===== src/rtl/order_tx_framer.sv =====
// Order framer: buffers 128-bit orders from the CDC stage and serialises each one
// into a 6-beat 32-bit frame (header, four payload beats, checksum trailer).
module order_tx_framer #(
    parameter int BUF_DEPTH = 4
) (
    input  logic         core_clk,
    input  logic         reset,
    input  logic [127:0] tx_data,
    input  logic         tx_valid,
    output logic [31:0]  m_data,
    output logic         m_valid,
    input  logic         m_ready,
    output logic         m_last,
    output logic [15:0]  frame_count,
    output logic [15:0]  drop_count,
    output logic         busy
);

    localparam int PW = (BUF_DEPTH > 1) ? $clog2(BUF_DEPTH) : 1;
    localparam int CW = PW + 1;

    localparam logic [7:0]  SYNC_BYTE = 8'hA5;
    localparam logic [7:0]  LEN_BYTE  = 8'h04;
    localparam logic [15:0] TRL_TAG   = 16'hC3C3;

    typedef enum logic [1:0] {
        IDLE = 2'd0,
        HDR  = 2'd1,
        PAY  = 2'd2,
        TRL  = 2'd3
    } state_e;

    state_e          state_q, state_d;
    logic [1:0]      beat_q, beat_d;
    logic [15:0]     seq_q, seq_d;
    logic [127:0]    frame_q, frame_d;
    logic [15:0]     chk_q, chk_d;
    logic [PW-1:0]   wr_ptr_q, wr_ptr_d;
    logic [PW-1:0]   rd_ptr_q, rd_ptr_d;
    logic [CW-1:0]   count_q, count_d;
    logic [15:0]     frame_count_q, frame_count_d;
    logic [15:0]     drop_count_q, drop_count_d;
    logic [31:0]     m_data_q, m_data_d;
    logic            m_valid_q, m_valid_d;
    logic            m_last_q, m_last_d;

    logic [127:0]    mem [BUF_DEPTH];

    logic            hs;
    logic            buf_empty;
    logic            push;
    logic            pop;
    logic            drop;
    logic [127:0]    head;

    function automatic logic [15:0] fold16(input logic [127:0] d);
        logic [15:0] acc;
        acc = '0;
        for (int i = 0; i < 8; i++) begin
            acc = acc ^ d[i*16 +: 16];
        end
        return acc;
    endfunction

    assign hs        = m_valid_q && m_ready;
    assign buf_empty = (count_q == '0);
    // Full is judged on pre-edge occupancy, so a same-cycle pop cannot rescue a write.
    assign push      = tx_valid && (count_q < CW'(BUF_DEPTH));
    assign drop      = tx_valid && !push;
    assign head      = mem[rd_ptr_q];

    always_comb begin
        // NOTE: every always_comb output gets a default first so no path leaves it unassigned (no latch).
        state_d       = state_q;
        beat_d        = beat_q;
        seq_d         = seq_q;
        frame_count_d = frame_count_q;
        pop           = 1'b0;

        unique case (state_q)
            IDLE: begin
                if (!buf_empty) begin
                    pop     = 1'b1;
                    state_d = HDR;
                end
            end
            HDR: begin
                if (hs) begin
                    state_d = PAY;
                    beat_d  = 2'd0;
                end
            end
            PAY: begin
                if (hs) begin
                    if (beat_q == 2'd3) begin
                        state_d = TRL;
                    end else begin
                        beat_d = beat_q + 2'd1;
                    end
                end
            end
            TRL: begin
                if (hs) begin
                    seq_d         = seq_q + 16'd1;
                    frame_count_d = frame_count_q + 16'd1;
                    if (!buf_empty) begin
                        pop     = 1'b1;
                        state_d = HDR;
                    end else begin
                        state_d = IDLE;
                    end
                end
            end
            default: state_d = IDLE;
        endcase
    end

    // Checksum uses the sequence number the loaded frame will carry, i.e. seq_d.
    always_comb begin
        frame_d  = frame_q;
        chk_d    = chk_q;
        rd_ptr_d = rd_ptr_q;
        wr_ptr_d = wr_ptr_q;
        if (pop) begin
            frame_d  = head;
            chk_d    = fold16(head) ^ seq_d;
            rd_ptr_d = rd_ptr_q + PW'(1);
        end
        if (push) begin
            wr_ptr_d = wr_ptr_q + PW'(1);
        end

        unique case ({push, pop})
            2'b10:   count_d = count_q + CW'(1);
            2'b01:   count_d = count_q - CW'(1);
            default: count_d = count_q;
        endcase

        drop_count_d = drop_count_q;
        if (drop && (drop_count_q != 16'hFFFF)) begin
            drop_count_d = drop_count_q + 16'd1;
        end
    end

    // Outputs are registered from next-state values, so they hold while stalled.
    always_comb begin
        m_data_d  = '0;
        m_valid_d = (state_d != IDLE);
        m_last_d  = (state_d == TRL);
        unique case (state_d)
            HDR: m_data_d = {SYNC_BYTE, LEN_BYTE, seq_d};
            PAY: begin
                unique case (beat_d)
                    2'd0:    m_data_d = frame_d[127:96];
                    2'd1:    m_data_d = frame_d[95:64];
                    2'd2:    m_data_d = frame_d[63:32];
                    default: m_data_d = frame_d[31:0];
                endcase
            end
            TRL:     m_data_d = {TRL_TAG, chk_d};
            default: m_data_d = '0;
        endcase
    end

    always_ff @(posedge core_clk or negedge reset) begin
        if (!reset) begin
            // NOTE: sequential state uses non-blocking assignments so every flop samples pre-edge values.
            state_q       <= IDLE;
            beat_q        <= 2'd0;
            seq_q         <= 16'd0;
            frame_q       <= '0;
            chk_q         <= 16'd0;
            wr_ptr_q      <= '0;
            rd_ptr_q      <= '0;
            count_q       <= '0;
            frame_count_q <= 16'd0;
            drop_count_q  <= 16'd0;
            m_data_q      <= 32'd0;
            m_valid_q     <= 1'b0;
            m_last_q      <= 1'b0;
        end else begin
            state_q       <= state_d;
            beat_q        <= beat_d;
            seq_q         <= seq_d;
            frame_q       <= frame_d;
            chk_q         <= chk_d;
            wr_ptr_q      <= wr_ptr_d;
            rd_ptr_q      <= rd_ptr_d;
            count_q       <= count_d;
            frame_count_q <= frame_count_d;
            drop_count_q  <= drop_count_d;
            m_data_q      <= m_data_d;
            m_valid_q     <= m_valid_d;
            m_last_q      <= m_last_d;
        end
    end

    // NOTE: buffer storage has no reset; occupancy and pointers alone decide what is valid.
    always_ff @(posedge core_clk) begin
        if (push) begin
            mem[wr_ptr_q] <= tx_data;
        end
    end

    assign m_data      = m_data_q;
    assign m_valid     = m_valid_q;
    assign m_last      = m_last_q;
    assign frame_count = frame_count_q;
    assign drop_count  = drop_count_q;
    assign busy        = (state_q != IDLE) || !buf_empty;

endmodule


===== config.mk =====
export PLATFORM = sky130hd
export DESIGN_NAME = order_tx_framer
export DESIGN_NICKNAME = d
export VERILOG_FILES = /design/src/rtl/order_tx_framer.sv
export SDC_FILE = /design/constraint.sdc
export NUM_CORES = 1
export LEC_CHECK = 0
export CAP_MARGIN = 25
export CORE_MARGIN = 5
export CORE_UTILIZATION = 52
export DETAILED_ROUTE_END_ITERATION = 16
export PLACE_DENSITY = 0.81
export SYNTH_ARGS = -nofsm -noshare
export SYNTH_HDL_FRONTEND = slang
export SYNTH_SLANG_ARGS = --single-unit

===== constraint.sdc =====
create_clock -name core_clk -period 7.3 [get_ports core_clk]
set_input_delay 0.73 -clock core_clk [delete_from_list [all_inputs] [get_ports core_clk]]
set_output_delay 0.73 -clock core_clk [all_outputs]
set_load 0.05 [all_outputs]

; ---- Yosys cells after proc, flatten, opt, wreduce, memory -nomap -nowiden
; Memories as Yosys holds them, arrays and structs flattened.
; Cells that the tools add are included.
[totals]
regBits = 237
ram_bits = 512
out_inout_bits = 67
word_cells = 80
mem_count = 1
[classes]
n_addsub = 8
order_cmp = 1
n_eq_ne = 12
n_mux = 23
bitwise_logic = 8
n_reduce_logical = 14
[mem_list]
columns = memory, depth, width, read_ports, rd_clocked_by_memory_dff, write_ports, line_no
row1 = mem, 4, 128, 1, 0, 1, 47  ; logic [127:0] mem [BUF_DEPTH];
[ops]
columns = operator, n
row1 = case mux 32 bit (3 select lines), 2
row2 = 2-to-1 mux 128 bit, 1
row3 = XOR 16 bit, 8
row4 = adder 16 x 1 -> 16 bit (second input constant), 3
row5 = 2-to-1 mux 16 bit, 3
row6 = 2-to-1 mux 2 bit, 8
row7 = inequality test 16 bit (second input constant), 1
row8 = equality test 2 bit (second input constant), 7
row9 = equality test 2 x 1 -> 1 bit (second input constant), 4
row10 = case mux 2 bit (4 select lines), 1
row11 = adder 2 x 1 -> 2 bit (second input constant), 3
row12 = case mux 3 bit (2 select lines), 1
row13 = nonzero test 2 bit, 3
row14 = 2-to-1 mux 1 bit, 5
row15 = logical AND 1 bit, 4
row16 = logical NOT 2 bit, 2
row17 = case mux 2 bit (2 select lines), 1
row18 = adder 3 x 1 -> 3 bit (second input constant), 1
row19 = logical NOT 3 bit, 1
row20 = less-than comparator 3 bit (second input constant), 1
row21 = subtractor 3 x 1 -> 3 bit (second input constant), 1
row22 = logical NOT 1 bit, 2
row23 = case mux 1 bit (2 select lines), 1
row24 = AND reduction 2 bit, 1
row25 = logical OR 1 bit, 1

; ---- Longest topological paths before layout
; Gate-level depths: netlist of the first run.
; An unclocked memory read counts as a cell.
[logic_depth]
word_depth = 11
mapped_depth = 15
depth_no_buf = 11

; ---- Worst setup path after synthesis of the first run
; OpenSTA, ideal clock, no wires.
[synth_timing]
path_type = in2reg
from = input tx_valid
to = memory mem[0][0] (enable)
setup_time_ns = 0.502
t_arrival_ns = 4.043
slack_ns = 2.755
path_stages = 3
cell_sequence = nor2b_1 -> clkbuf_1 -> and2_1
[synth_between]
elab_chain_len = 3
[synth_lines]
columns = element, line_no
row1 = start: declaration, 9  ; input logic tx_valid,
row2 = logical AND 1 bit, 68  ; assign push = tx_valid && (count_q < CW'(BUF_DEPTH));
row3 = 2-to-1 mux 1 bit, 200  ; if (push) begin
row4 = 2-to-1 mux 1 bit (not written as such), 201  ; mem[wr_ptr_q] <= tx_data;
row5 = end: declaration, 47
; Every way passes these cells.

; ---- Worst setup path in the final report of the first run
[layout_timing]
from = register state_q[1]
to = register m_data_q[4], in the netlist m_data[4]
[layout_between]
elab_chain_len = 5
word_cells_on_any_way = 24
cone_classes = eq/ne (8) / mux (13) / bitwise (1) / reduce/logical (2)
[layout_lines]
columns = element, line_no
row1 = start: declaration, 33  ; state_e state_q, state_d;
row2 = start signal: assignment, 182  ; state_q <= state_d;
row3 = equality test 2 bit / logical NOT 2 bit (equally long branches), 80  ; unique case (state_q)
row4 = case mux 1 bit (2 select lines) *, 80
row5 = 2-to-1 mux 128 bit *, 124  ; if (pop) begin
row6 = net frame_d[68], 36  ; logic [127:0] frame_q, frame_d;
row7 = case mux 32 bit (3 select lines) *, 153  ; unique case (beat_d)
row8 = case mux 32 bit (3 select lines) *, 150  ; unique case (state_d)
row9 = net m_data_d[4], 43  ; logic [31:0] m_data_q, m_data_d;
row10 = end signal: assignment, 192  ; m_data_q <= m_data_d;
row11 = end: declaration, 43
; Mark *: on every way through the listed nets, which the timed path passes. The rest lies on a longest branch.
; A chain may end at the register's enable or synchronous reset.

==> impl_metrics.sql, run 1 <==
INSERT INTO impl_metrics (metric_group, metric, value, unit) VALUES
('floorplan', 'pin_count', '199', ''),
('critical_path', 'worstPathArrival', '4.35', 'ns'),
('synth', 'avgSynthCellArea', '17.7', 'um^2'),
('timing', 'finalHoldViolations', '0', ''),
('cells_and_area', 'area_growth_from_synthesis_to_layout', '17.1', '%'),
('floorplan', 'floorplan.rows', '88', ''),
('clock_network', 'cts_hold_buffers', '0', ''),
('placement', 'gp_congestion', '0.864', ''),
('floorplan', 'dieWidth', '252', 'um'),
('synth', 'netlist_area', '30500', 'um^2'),
('timing', 'clock_skew', '0.0282', 'ns'),
('critical_path', 'r2r-end', 'm_data[4]', ''),
('critical_path', 'worst_r2r_startpoint', 'state_q[1]', ''),
('critical_path', 'ordered_cell_list_for_the_critical_path', 'inv_1 -> ha_1 -> inv_2 -> nand3_2 -> inv_6 -> buf_4 -> mux2_2 -> o22ai_1 -> a211oi_1 -> a221o_1', ''),
('synth', 'ys_top_cells_by_area', 'edfxtp_1, dfrtp_1, mux4_2', ''),
('routing', 'drt-pass1-iter-count', '5', ''),
('timing', 'timing.setup.tns', '0', 'ns'),
('critical_path', 'timing.critical_path.slowest_stage_cell', 'buf_4', ''),
('synth', 'number_of_synthesized_flops_with_an_enable_pin', '512', ''),
('synth', 'ys_dominant_reg_cell', 'edfxtp_1', ''),
('cells_and_area', 'nets', '2093', ''),
('floorplan', 'die_y', '252', 'um'),
('timing', 'min_period', '3.85', 'ns'),
('power', 'total_switching_power', '6.42', 'mW'),
('timing', 'maxClockFrequency', '0.260', 'GHz'),
('power', 'share_comb_of_total_power', '0.439', ''),
('critical_path', 'worstPathMaxFanout', '95', ''),
('cells_and_area', 'antenna_cells', '0', ''),
('timing', 'fin_crit_sh', '0.527', ''),
('critical_path', 'critPathLaunchType', 'flip-flop', ''),
('synth', 'synth_top_cell_area_share', '0.504', ''),
('hold_path', 'worstHoldPathType', 'input pin to asynchronous set/reset pin', ''),
('power', 'leakagePower', '12.8', 'nW'),
('global_route', 'grt_start_max_net_pins', '129', ''),
('global_route', 'grt_first_pass_wirelength', '104000', 'um'),
('critical_path', 'crit_family', 'buffers and inverters', ''),
('clock_network', 'ctsHtreeMaxLevel', '3', ''),
('synth', 'yosysWarnings', '0', ''),
('critical_path', 'setup.worst_path.start', 'state_q[1]', ''),
('critical_path', 'ff2ff_path_depth', '10', ''),
('power', 'peakVddDrop', '0.478', 'mV'),
('clock_network', 'clock_path_buffers', '3', ''),
('synth', 'synth_seq_area_share', '0.699', ''),
('synth', 'mapped_nets', '1872', ''),
('critical_path', 'setup.worst_path.end_class', 'flip-flop', ''),
('power', 'sw_frac_of_total', '0.363', ''),
('timing', 'grt_setup_unrepaired', 'no', ''),
('synth', 'synth_largest_area_cell', 'edfxtp_1', ''),
('power', 'report.power.total', '17.7', 'mW'),
('clock_network', 'worstSkewPairLatency', '0.62', 'ns'),
('timing', 'post_route_worst_setup_slack', '3.45', 'ns'),
('routing', 'post_drt_antenna_nets', '0', ''),
('critical_path', 'timing.critical_path.depth', '10', ''),
('clock_network', 'cts-buffers-inserted', '75', ''),
('synth', 'synth.lib_cells_used.distinct', '68', ''),
('power', 'p_int', '11.2', 'mW'),
('clock_network', 'cts-root-buf', 'clkbuf_16', ''),
('timing', 'max_slew.worst_pin.slew', '1.22', 'ns'),
('floorplan', 'dieArea', '63600', 'um^2'),
('global_route', 'via_count_of_the_first_global_routing_pass', '17000', ''),
('clock_network', 'cts_tree', 'done', ''),
('critical_path', 'critPathMaxStageDelay', '0.71', 'ns'),
('synth', 'async_reset_ff_frac', '0.316', ''),
('routing', 'total_vias_in_the_final_route', '16300', ''),
('placement', 'detailedPlace.worstSlack', '2.87', 'ns'),
('outcome', 'outcome', 'finished clean', ''),
('power', 'pwr-share-clk', '0.216', ''),
('global_route', 'number_of_antenna_violations_at_the_first_check_in_global_routing', '2', ''),
('job', 'max_cap_violations', '0', ''),
('synth', 'ys_seq_elements', '749', ''),
('routing', 'wl_per_cell', '24.4', 'um');
==> registers in the layout, summed over array words and instances, names as in the netlist <==
name	count
m_last	1
mem	512
beat_q	2
seq_q	16
frame_count	16
m_data	32
rd_ptr_q	2
count_q	3
m_valid	1
frame_q	128
state_q	2
drop_count	16
wr_ptr_q	2
chk_q	16
==> worst max-delay path by stage <==
stage | to | slack, ns
6_report | m_data[4] | 3.45
5_1_grt | m_data[0] | 3.32
4_1_cts | m_data[15] | 3.50
3_5_place_dp | m_data[15] | 2.87
3_3_place_gp | m_data[4] | 2.99
2_1_floorplan | mem[0][0] | 2.75
==> routing by layer <==
metal,wire length (um),vias up,GRT usage
met4,2190,4,0.0755
met2,33000,613,0.339
li1,-,7089,-
met1,27600,8477,0.298
met5,21,-,0
met3,4910,126,0.0450
==> stage by stage <==
step	instance area [um^2]	instances	hold slack (ns)
after floorplan	30500	1726	0.434
final	35700	2774	0.0793
after global routing	35700	2774	0.121
after detailed placement	33200	2632	0.462
after global placement	33200	2632	0.453
after CTS	35600	2771	0.0824
==> power by group through the flow <==
stage                     Clock, mW  Combinational, mW  Sequential (mW)
after detailed placement          0               7.60             6.16
after global placement            0               7.42             6.10
after global routing           4.08               8.26             6.17
final                          3.82               7.76             6.08
after floorplan                   0               5.60             6.24
after CTS                      3.89               7.72             6.09
==> synth_stat cells (all sizes together) (4+ instances only) <==
| cell type | n |
|---|---|
| edfxtp | 512 |
| dfrtp | 237 |
| xnor2 | 138 |
| mux4 | 128 |
| nand2 | 113 |
| mux2 | 94 |
| inv | 50 |
| buf | 46 |
| nor2 | 39 |
| clkbuf | 32 |
| nand3 | 30 |
| xor2 | 28 |
| o22ai | 23 |
| mux2i | 19 |
| o21ai | 17 |
| a21oi | 15 |
| nand2b | 15 |
| nand4 | 15 |
| and2 | 14 |
| ha | 13 |
| nor3 | 13 |
| a211oi | 9 |
| a2bb2oi | 8 |
| a32oi | 8 |
| and4 | 8 |
| o22a | 8 |
| o211ai | 7 |
| o2bb2ai | 7 |
| a21o | 6 |
| and3 | 6 |
| xnor3 | 6 |
| a221o | 5 |
| a311o | 5 |
| a31o | 5 |
| o221ai | 5 |
| a211o | 4 |
==> area by class of cell <==
class,count,area [um^2]
Inverter,50,193
Tap cell,765,957
Timing Repair Buffer,222,2240
Sequential cell,749,21300
Clock inverter,33,380
Multi-Input combinational cell,849,8550
Fill cell,4086,22200
Clock buffer,106,2060
==> kinds of logic after synthesis <==
kind of cell | Yosys count | share of synthesized area
AOI/OAI and AO/OA | 157 | 0.0389
xor gates and xnor gates | 172 | 0.0541
adders and majority gates | 14 | 0.00599
buffers and inverters | 128 | 0.0218
DFF | 749 | 0.699
muxes | 241 | 0.139
and+or+nand+nor | 265 | 0.0412
==> cells in the final DEF, fill, tap and decap left out, types with 29 or more instances in the layout <==
cell type	n
edfxtp_1	512
dfrtp_1	235
clkdlybuf4s50_1	197
xnor2_1	130
nand2_1	113
mux4_2	96
mux2_2	94
clkbuf_16	76
inv_1	48
nor2_1	39
mux4_1	32
nand3_1	29
Power figures use the tool's default switching activity.
==> inputs of run 2 (changes only) <==
- PLACE_DENSITY: 0.81 -> 0.84
- clock period: 7.3 -> 3.3 ns (I/O delays scaled with it)
==> run 2 against run 1 <==
  * Power rose by 120%
  * Critical path depth rose by 2
  * Critical path type unchanged
  * Combinational power rose by 130%
  * Highest routed layer unchanged
  * Count of clock-buffer cells in the layout rose by 3
  * Clock skew fell by 0.0040 ns
==> impl_metrics.sql, run 2 (synthesis gave the netlist of run 1 again) <==
INSERT INTO impl_metrics (metric_group, metric, value, unit) VALUES
('critical_path', 'crit_path_class', 'flip-flop to flip-flop', ''),
('placement', 'gp_congestion', '0.904', ''),
('clock_network', 'cts_tree', 'done', ''),
('timing', 'min_period', '3.00', 'ns'),
('power', 'peakVddDrop', '0.698', 'mV'),
('timing', 'maxClockFrequency', '0.333', 'GHz'),
('global_route', 'grt_first_pass_wirelength', '105000', 'um'),
('timing', 'clock_skew', '0.0241', 'ns'),
('timing', 'fin_crit_sh', '0.910', ''),
('routing', 'drcViolationCount', '0', ''),
('cells_and_area', 'multiInputGateArea', '8550', 'um^2'),
('cells_and_area', 'nets', '2129', ''),
('critical_path', 'worstPathArrival', '3.54', 'ns'),
('timing', 'total_count_of_max_transition_violations_in_the_final_report', '0', ''),
('global_route', 'gr-total-overflow', '0', ''),
('global_route', 'via_count_of_the_first_global_routing_pass', '17500', ''),
('timing', 'finalHoldViolations', '0', ''),
('cells_and_area', 'largest_reg_by_ff_count', 'mem', ''),
('clock_network', 'clk_pin_slew_worst_paths', '0.06', 'ns'),
('routing', 'post_drt_antenna_nets', '0', ''),
('global_route', 'number_of_antenna_violations_at_the_first_check_in_global_routing', '2', ''),
('clock_network', 'cts_post_setup_buffers_inserted', '0', ''),
('cells_and_area', 'area_growth_from_synthesis_to_layout', '18.7', '%'),
('routing', 'total_vias_in_the_final_route', '16500', ''),
('cells_and_area', 'register_area', '21300', 'um^2'),
('cells_and_area', 'drive_gt1_frac', '0.192', ''),
('routing', 'wl_per_cell', '24.5', 'um'),
('floorplan', 'dieArea', '63600', 'um^2'),
('critical_path', 'ff2ff_path_depth', '12', ''),
('floorplan', 'initial_core_utilization', '0.527', ''),
('routing', 'detail_route.wirelength', '69000', 'um'),
('floorplan', 'die_y', '252', 'um'),
('floorplan', 'floorplan.rows', '88', ''),
('hold_path', 'worstHoldPathType', 'input pin to asynchronous set/reset pin', ''),
('floorplan', 'dieWidth', '252', 'um'),
('timing', 'grt_setup_unrepaired', 'no', ''),
('routing', 'drt-pass1-iter-count', '5', ''),
('placement', 'place.port_buffers', '198', ''),
('clock_network', 'clock_path_buffers', '3', ''),
('global_route', 'globalRouteTotalUtil', '0.217', ''),
('cells_and_area', 'final_common_cell', 'edfxtp_1', ''),
('critical_path', 'critPathLaunchType', 'flip-flop', ''),
('timing', 'setup_violations', '0', ''),
('floorplan', 'core_area', '57900', 'um^2'),
('cells_and_area', 'largest_reg_flops', '512', ''),
('power', 'power_per_cell_area', '1100', 'nW/um^2'),
('critical_path', 'worst_ep_required_time', '3.83', 'ns'),
('timing', 'max_slew.worst_pin.slew', '0.955', 'ns'),
('clock_network', 'cts-buffers-inserted', '75', ''),
('routing', 'drt_first_iter_violations', '1398', ''),
('job', 'max_cap_violations', '0', ''),
('floorplan', 'pin_count', '199', ''),
('critical_path', 'setup.worst_path.end_class', 'flip-flop', ''),
('clock_network', 'worstSkewPairLatency', '0.62', 'ns'),
('clock_network', 'cts.sinks', '749', ''),
('timing', 'max_slew_margin', '0.358', ''),
('placement', 'hpwlAfterDp', '45100', 'um'),
('cells_and_area', 'layout_common_cells', 'edfxtp_1, dfrtp_1, clkdlybuf4s50_1', ''),
('power', 'leakagePower', '13.1', 'nW'),
('routing', 'drt-vias-per-instance', '5.89', ''),
('clock_network', 'ctsHtreeMaxLevel', '3', ''),
('cells_and_area', 'nFillCells', '3984', ''),
('cells_and_area', 'postLayoutCoreUtil', '0.625', ''),
('clock_network', 'post_cts_resized', '0', ''),
('global_route', 'grt_start_max_net_pins', '81', ''),
('timing', 'timing.setup.tns', '0', 'ns'),
('clock_network', 'cts-root-buf', 'clkbuf_16', ''),
('outcome', 'outcome', 'finished clean', ''),
('critical_path', 'worstPathMaxFanout', '30', '');
run 2: cell types whose count changed in the layout (fill, tap and decap cells not counted), moves of 2 or more:
cell       delta
buf_16        -2
clkinv_2      +2
bufinv_16     -3
diode_2       +2
buf_12       +17
inv_6         -4
clkbuf_8      +6
clkbuf_1      -6
clkbuf_16     +3
buf_4        +20
run 2: area by class of cell:
| class | instances | share of cell area |
|---|---|---|
| Clock buffer | 109 | 0.0608 |
| Inverter | 50 | 0.00532 |
| Multi-Input combinational cell | 849 | 0.236 |
| Antenna cell | 2 | 0.000138 |
| Clock inverter | 29 | 0.00792 |
| Timing Repair Buffer | 258 | 0.0743 |
| Sequential cell | 749 | 0.589 |
| Tap cell | 765 | 0.0264 |
run 2: power by group:
group	switching [mW]	leakage, nW	internal, mW
registers	0.896	7.58	12.3
logic	9.93	4.28	8.04
clock network	3.49	1.21	4.97
total	14.3	13.1	25.3
run 2: per-layer routing:
layer  wire length (um)  up-vias  global-route usage  part of all wire
li1                   -     7177                   -                 -
met1              27400     8555               0.292              0.40
met2              34800      663               0.362              0.50
met3               4680      147              0.0454             0.068
met4               2050        4              0.0654             0.030
met5                 30        -                   0           0.00043
run 2: what timing repair did:
action | CTS | global route
hold endpoints to repair | 72 | 0
hold buffers | 1 | 0
setup endpoints to repair | 0 | 0
run 2: stage by stage:
stage	instance area [um^2]	hold WS (ns)	worst slack (ns)	instances	power [mW]
after global routing	36200	0.301	0.119	2809	41.5
after floorplan	30500	0.0344	0.0879	1726	26.1
after detailed placement	33700	0.340	0.348	2670	31.1
final	36200	0.269	0.296	2811	39.7
after global placement	33700	0.333	0.467	2670	30.5
after CTS	36200	0.287	0.329	2809	39.8
run 2: path summary, 6_finish.rpt:
kind | startpoint | end | slack [ns]
min in group core_clk | tx_data[75] | mem[0][75] | 0.35
min reg2reg | frame_count[15] | frame_count[15] | 0.47
max | state_q[1] | count_q[2] | 0.30
max reg2reg | state_q[1] | count_q[2] | 0.30
min | reset | drop_count[5] | 0.27
max in group asynchronous | reset | m_data[1] | 2.06
run 2: worst max-delay path, stage by stage (launching register included):
cell	delay, ns
dfrtp_1	0.44
inv_1	0.11
ha_1	0.38
inv_2	0.21
nand3_2	0.16
inv_6	0.29
buf_4	0.25
ha_1	0.20
inv_1	0.06
fa_1	0.38
xor2_1	0.15
nor2_1	0.11
xor2_1	0.16
==> inputs of run 3 (changes only) <==
- REMOVE_ABC_BUFFERS: unset -> 1
==> run 3 against run 2 <==
  * Routed wire length shrank 0.38%
  * Setup slack lost 0.027 ns
  * Die area did not move
  * Non-clock buffer count is 5 lower
  * Flip-flop and latch count did not move
  * Count of clock-buffer cells in the layout is 9 lower
  * Design area grew 0.25%
  * Critical endpoint is now m_data[15]
  * Largest cell class unchanged
==> impl_metrics.sql, run 3 (synthesis gave the netlist of run 1 again) <==
INSERT INTO impl_metrics (metric_group, metric, value, unit) VALUES
('clock_network', 'ctsHtreeMaxLevel', '3', ''),
('floorplan', 'dieWidth', '252', 'um'),
('routing', 'detail_route.wirelength.met1', '27300', 'um'),
('routing', 'dr.max_layer_used', 'met5', ''),
('timing', 'fin_crit_sh', '0.918', ''),
('routing', 'route.met2.wl', '35000', 'um'),
('power', 'report.power.total', '40.2', 'mW'),
('critical_path', 'worst_r2r_startpoint', 'rd_ptr_q[0]', ''),
('critical_path', 'ordered_cell_list_for_the_critical_path', 'buf_12 -> buf_4 -> mux4_2 -> xnor2_2 -> xnor2_1 -> xnor2_1 -> xnor2_1 -> a211o_1', ''),
('timing', 'maxClockFrequency', '0.330', 'GHz'),
('global_route', 'via_count_of_the_first_global_routing_pass', '17400', ''),
('clock_network', 'cts_tree', 'done', ''),
('routing', 'dr_wl_met3', '4950', 'um'),
('critical_path', 'critPathLaunchType', 'flip-flop', ''),
('placement', 'detailedPlace.worstSlack', '0.190', 'ns'),
('floorplan', 'pin_count', '199', ''),
('critical_path', 'worstPathArrival', '3.53', 'ns'),
('cells_and_area', 'largest_reg_flops', '512', ''),
('timing', 'finalHoldViolations', '0', ''),
('critical_path', 'critPathMaxStageDelay', '0.61', 'ns'),
('critical_path', 'worst_ep_required_time', '3.80', 'ns'),
('routing', 'drt-vias-per-instance', '5.88', ''),
('timing', 'max_slew.worst_pin.slew', '0.792', 'ns'),
('cells_and_area', 'area_growth_from_synthesis_to_layout', '19.0', '%'),
('timing', 'hold_slack', '0.312', 'ns'),
('clock_network', 'cts_hold_buffers', '1', ''),
('cells_and_area', 'multiInputGateArea', '8560', 'um^2'),
('clock_network', 'cts-root-buf', 'clkbuf_16', ''),
('critical_path', 'r2r-end', 'm_data[15]', ''),
('critical_path', 'worstPathMaxFanout', '39', ''),
('cells_and_area', 'register_area', '21300', 'um^2'),
('routing', 'detail_route.wirelength', '68700', 'um'),
('global_route', 'number_of_antenna_violations_at_the_first_check_in_global_routing', '4', ''),
('cells_and_area', 'nets', '2125', ''),
('clock_network', 'clk_pin_slew_worst_paths', '0.06', 'ns'),
('timing', 'total_count_of_max_transition_violations_in_the_final_report', '0', ''),
('power', 'power_per_cell_area', '1110', 'nW/um^2'),
('routing', 'wl_per_cell', '24.5', 'um'),
('job', 'max_cap_violations', '0', ''),
('routing', 'drcViolationCount', '0', ''),
('placement', 'gp_congestion', '0.858', ''),
('global_route', 'globalRouteTotalUtil', '0.216', ''),
('cells_and_area', 'layout_common_cells', 'edfxtp_1, dfrtp_1, clkdlybuf4s50_1', ''),
('cells_and_area', 'drive_gt1_frac', '0.192', ''),
('clock_network', 'cts.sinks', '749', ''),
('global_route', 'grt_first_pass_wirelength', '106000', 'um'),
('power', 'leakagePower', '13.1', 'nW'),
('critical_path', 'crit_path_class', 'flip-flop to flip-flop', ''),
('floorplan', 'initial_core_utilization', '0.527', ''),
('timing', 'max_slew_margin', '0.467', ''),
('power', 'peakVddDrop', '0.639', 'mV'),
('floorplan', 'core_area', '57900', 'um^2'),
('timing', 'min_period', '3.03', 'ns'),
('cells_and_area', 'largest_reg_by_ff_count', 'mem', ''),
('timing', 'grt_setup_unrepaired', 'no', ''),
('critical_path', 'timing.critical_path.slowest_stage_cell', 'mux4_2', ''),
('critical_path', 'critical_path.n_buffers_inverters', '2', ''),
('critical_path', 'ff2ff_path_depth', '8', ''),
('clock_network', 'cts-buffers-inserted', '76', ''),
('placement', 'dpl.cell_count', '2665', ''),
('outcome', 'outcome', 'finished clean', ''),
('timing', 'setup_violations', '0', ''),
('timing', 'timing.setup.tns', '0', 'ns'),
('critical_path', 'crit_family', 'XOR/XNOR gates', ''),
('routing', 'drt-pass1-iter-count', '6', ''),
('cells_and_area', 'final-instance-count-excl-fill', '2808', ''),
('routing', 'post_drt_antenna_nets', '0', ''),
('cells_and_area', 'final_common_cell', 'edfxtp_1', ''),
('routing', 'total_vias_in_the_final_route', '16500', ''),
('critical_path', 'r2r_setup_slack', '0.27', 'ns'),
('timing', 'clock_skew', '0.0277', 'ns'),
('timing', 'post_route_worst_setup_slack', '0.269', 'ns'),
('floorplan', 'floorplan.rows', '88', ''),
('clock_network', 'worstSkewPairLatency', '0.62', 'ns'),
('hold_path', 'worstHoldPathType', 'input pin to asynchronous set/reset pin', ''),
('floorplan', 'die_y', '252', 'um'),
('placement', 'place.port_buffers', '198', ''),
('routing', 'drt_first_iter_violations', '1510', ''),
('critical_path', 'critical-path-top-cell-by-count', 'xnor2_1', ''),
('cells_and_area', 'nFillCells', '3982', ''),
('placement', 'hpwlAfterDp', '43800', 'um'),
('global_route', 'gr-total-overflow', '0', ''),
('cells_and_area', 'postLayoutCoreUtil', '0.627', ''),
('global_route', 'grt_start_max_net_pins', '91', ''),
('clock_network', 'cts_post_setup_buffers_inserted', '0', ''),
('clock_network', 'post_cts_resized', '0', ''),
('cells_and_area', 'final_design_area_no_fill', '36300', 'um^2'),
('critical_path', 'setup.worst_path.end_class', 'flip-flop', ''),
('placement', 'placedInstanceArea', '33600', 'um^2'),
('clock_network', 'clock_path_buffers', '3', ''),
('floorplan', 'dieArea', '63600', 'um^2');
[run 3: changes by cell type in the layout (fill, tap and decap cells not counted), moves of 2 or more]
cell / before / now
bufinv_16: 4 / 11
clkbuf_8: 11 / 4
buf_4: 39 / 36
clkinvlp_4: 2 / 5
buf_12: 20 / 18
clkinv_8: 2 / 4
[run 3: worst max path at each step]
| stage | startpoint | slack, ns | to | cells after the start |
|---|---|---|---|---|
| after floorplan | rd_ptr_q[0] | -3.48 | m_data[5] | 6 |
| after global placement | m_ready | 0.30 | m_data[11] | 9 |
| after detailed placement | m_ready | 0.19 | m_data[2] | 9 |
| after CTS | rd_ptr_q[0] | 0.24 | m_data[15] | 8 |
| after global routing | rd_ptr_q[0] | 0.05 | m_data[15] | 8 |
| final | rd_ptr_q[0] | 0.27 | m_data[15] | 8 |
[run 3: layout make-up]
type,count,area share
Inverter,50,0.00531
Timing Repair Buffer,253,0.0724
Multi-Input combinational cell,849,0.236
Sequential cell,749,0.587
Clock buffer,100,0.0572
Tap cell,765,0.0264
Antenna cell,1,0.0000690
Clock inverter,41,0.0155
[run 3: layer usage]
metal / up-vias / global-route usage
li1: 7168 / -
met2: 662 / 0.366
met4: 6 / 0.0537
met1: 8572 / 0.292
met5: - / 0
met3: 113 / 0.0447
[run 3: power by group]
part	internal [mW]	switching, mW	total, mW
Clock	5.34	3.61	8.95
Combinational	8.00	10.0	18.0
Sequential	12.3	0.858	13.2
Total	25.7	14.5	40.2
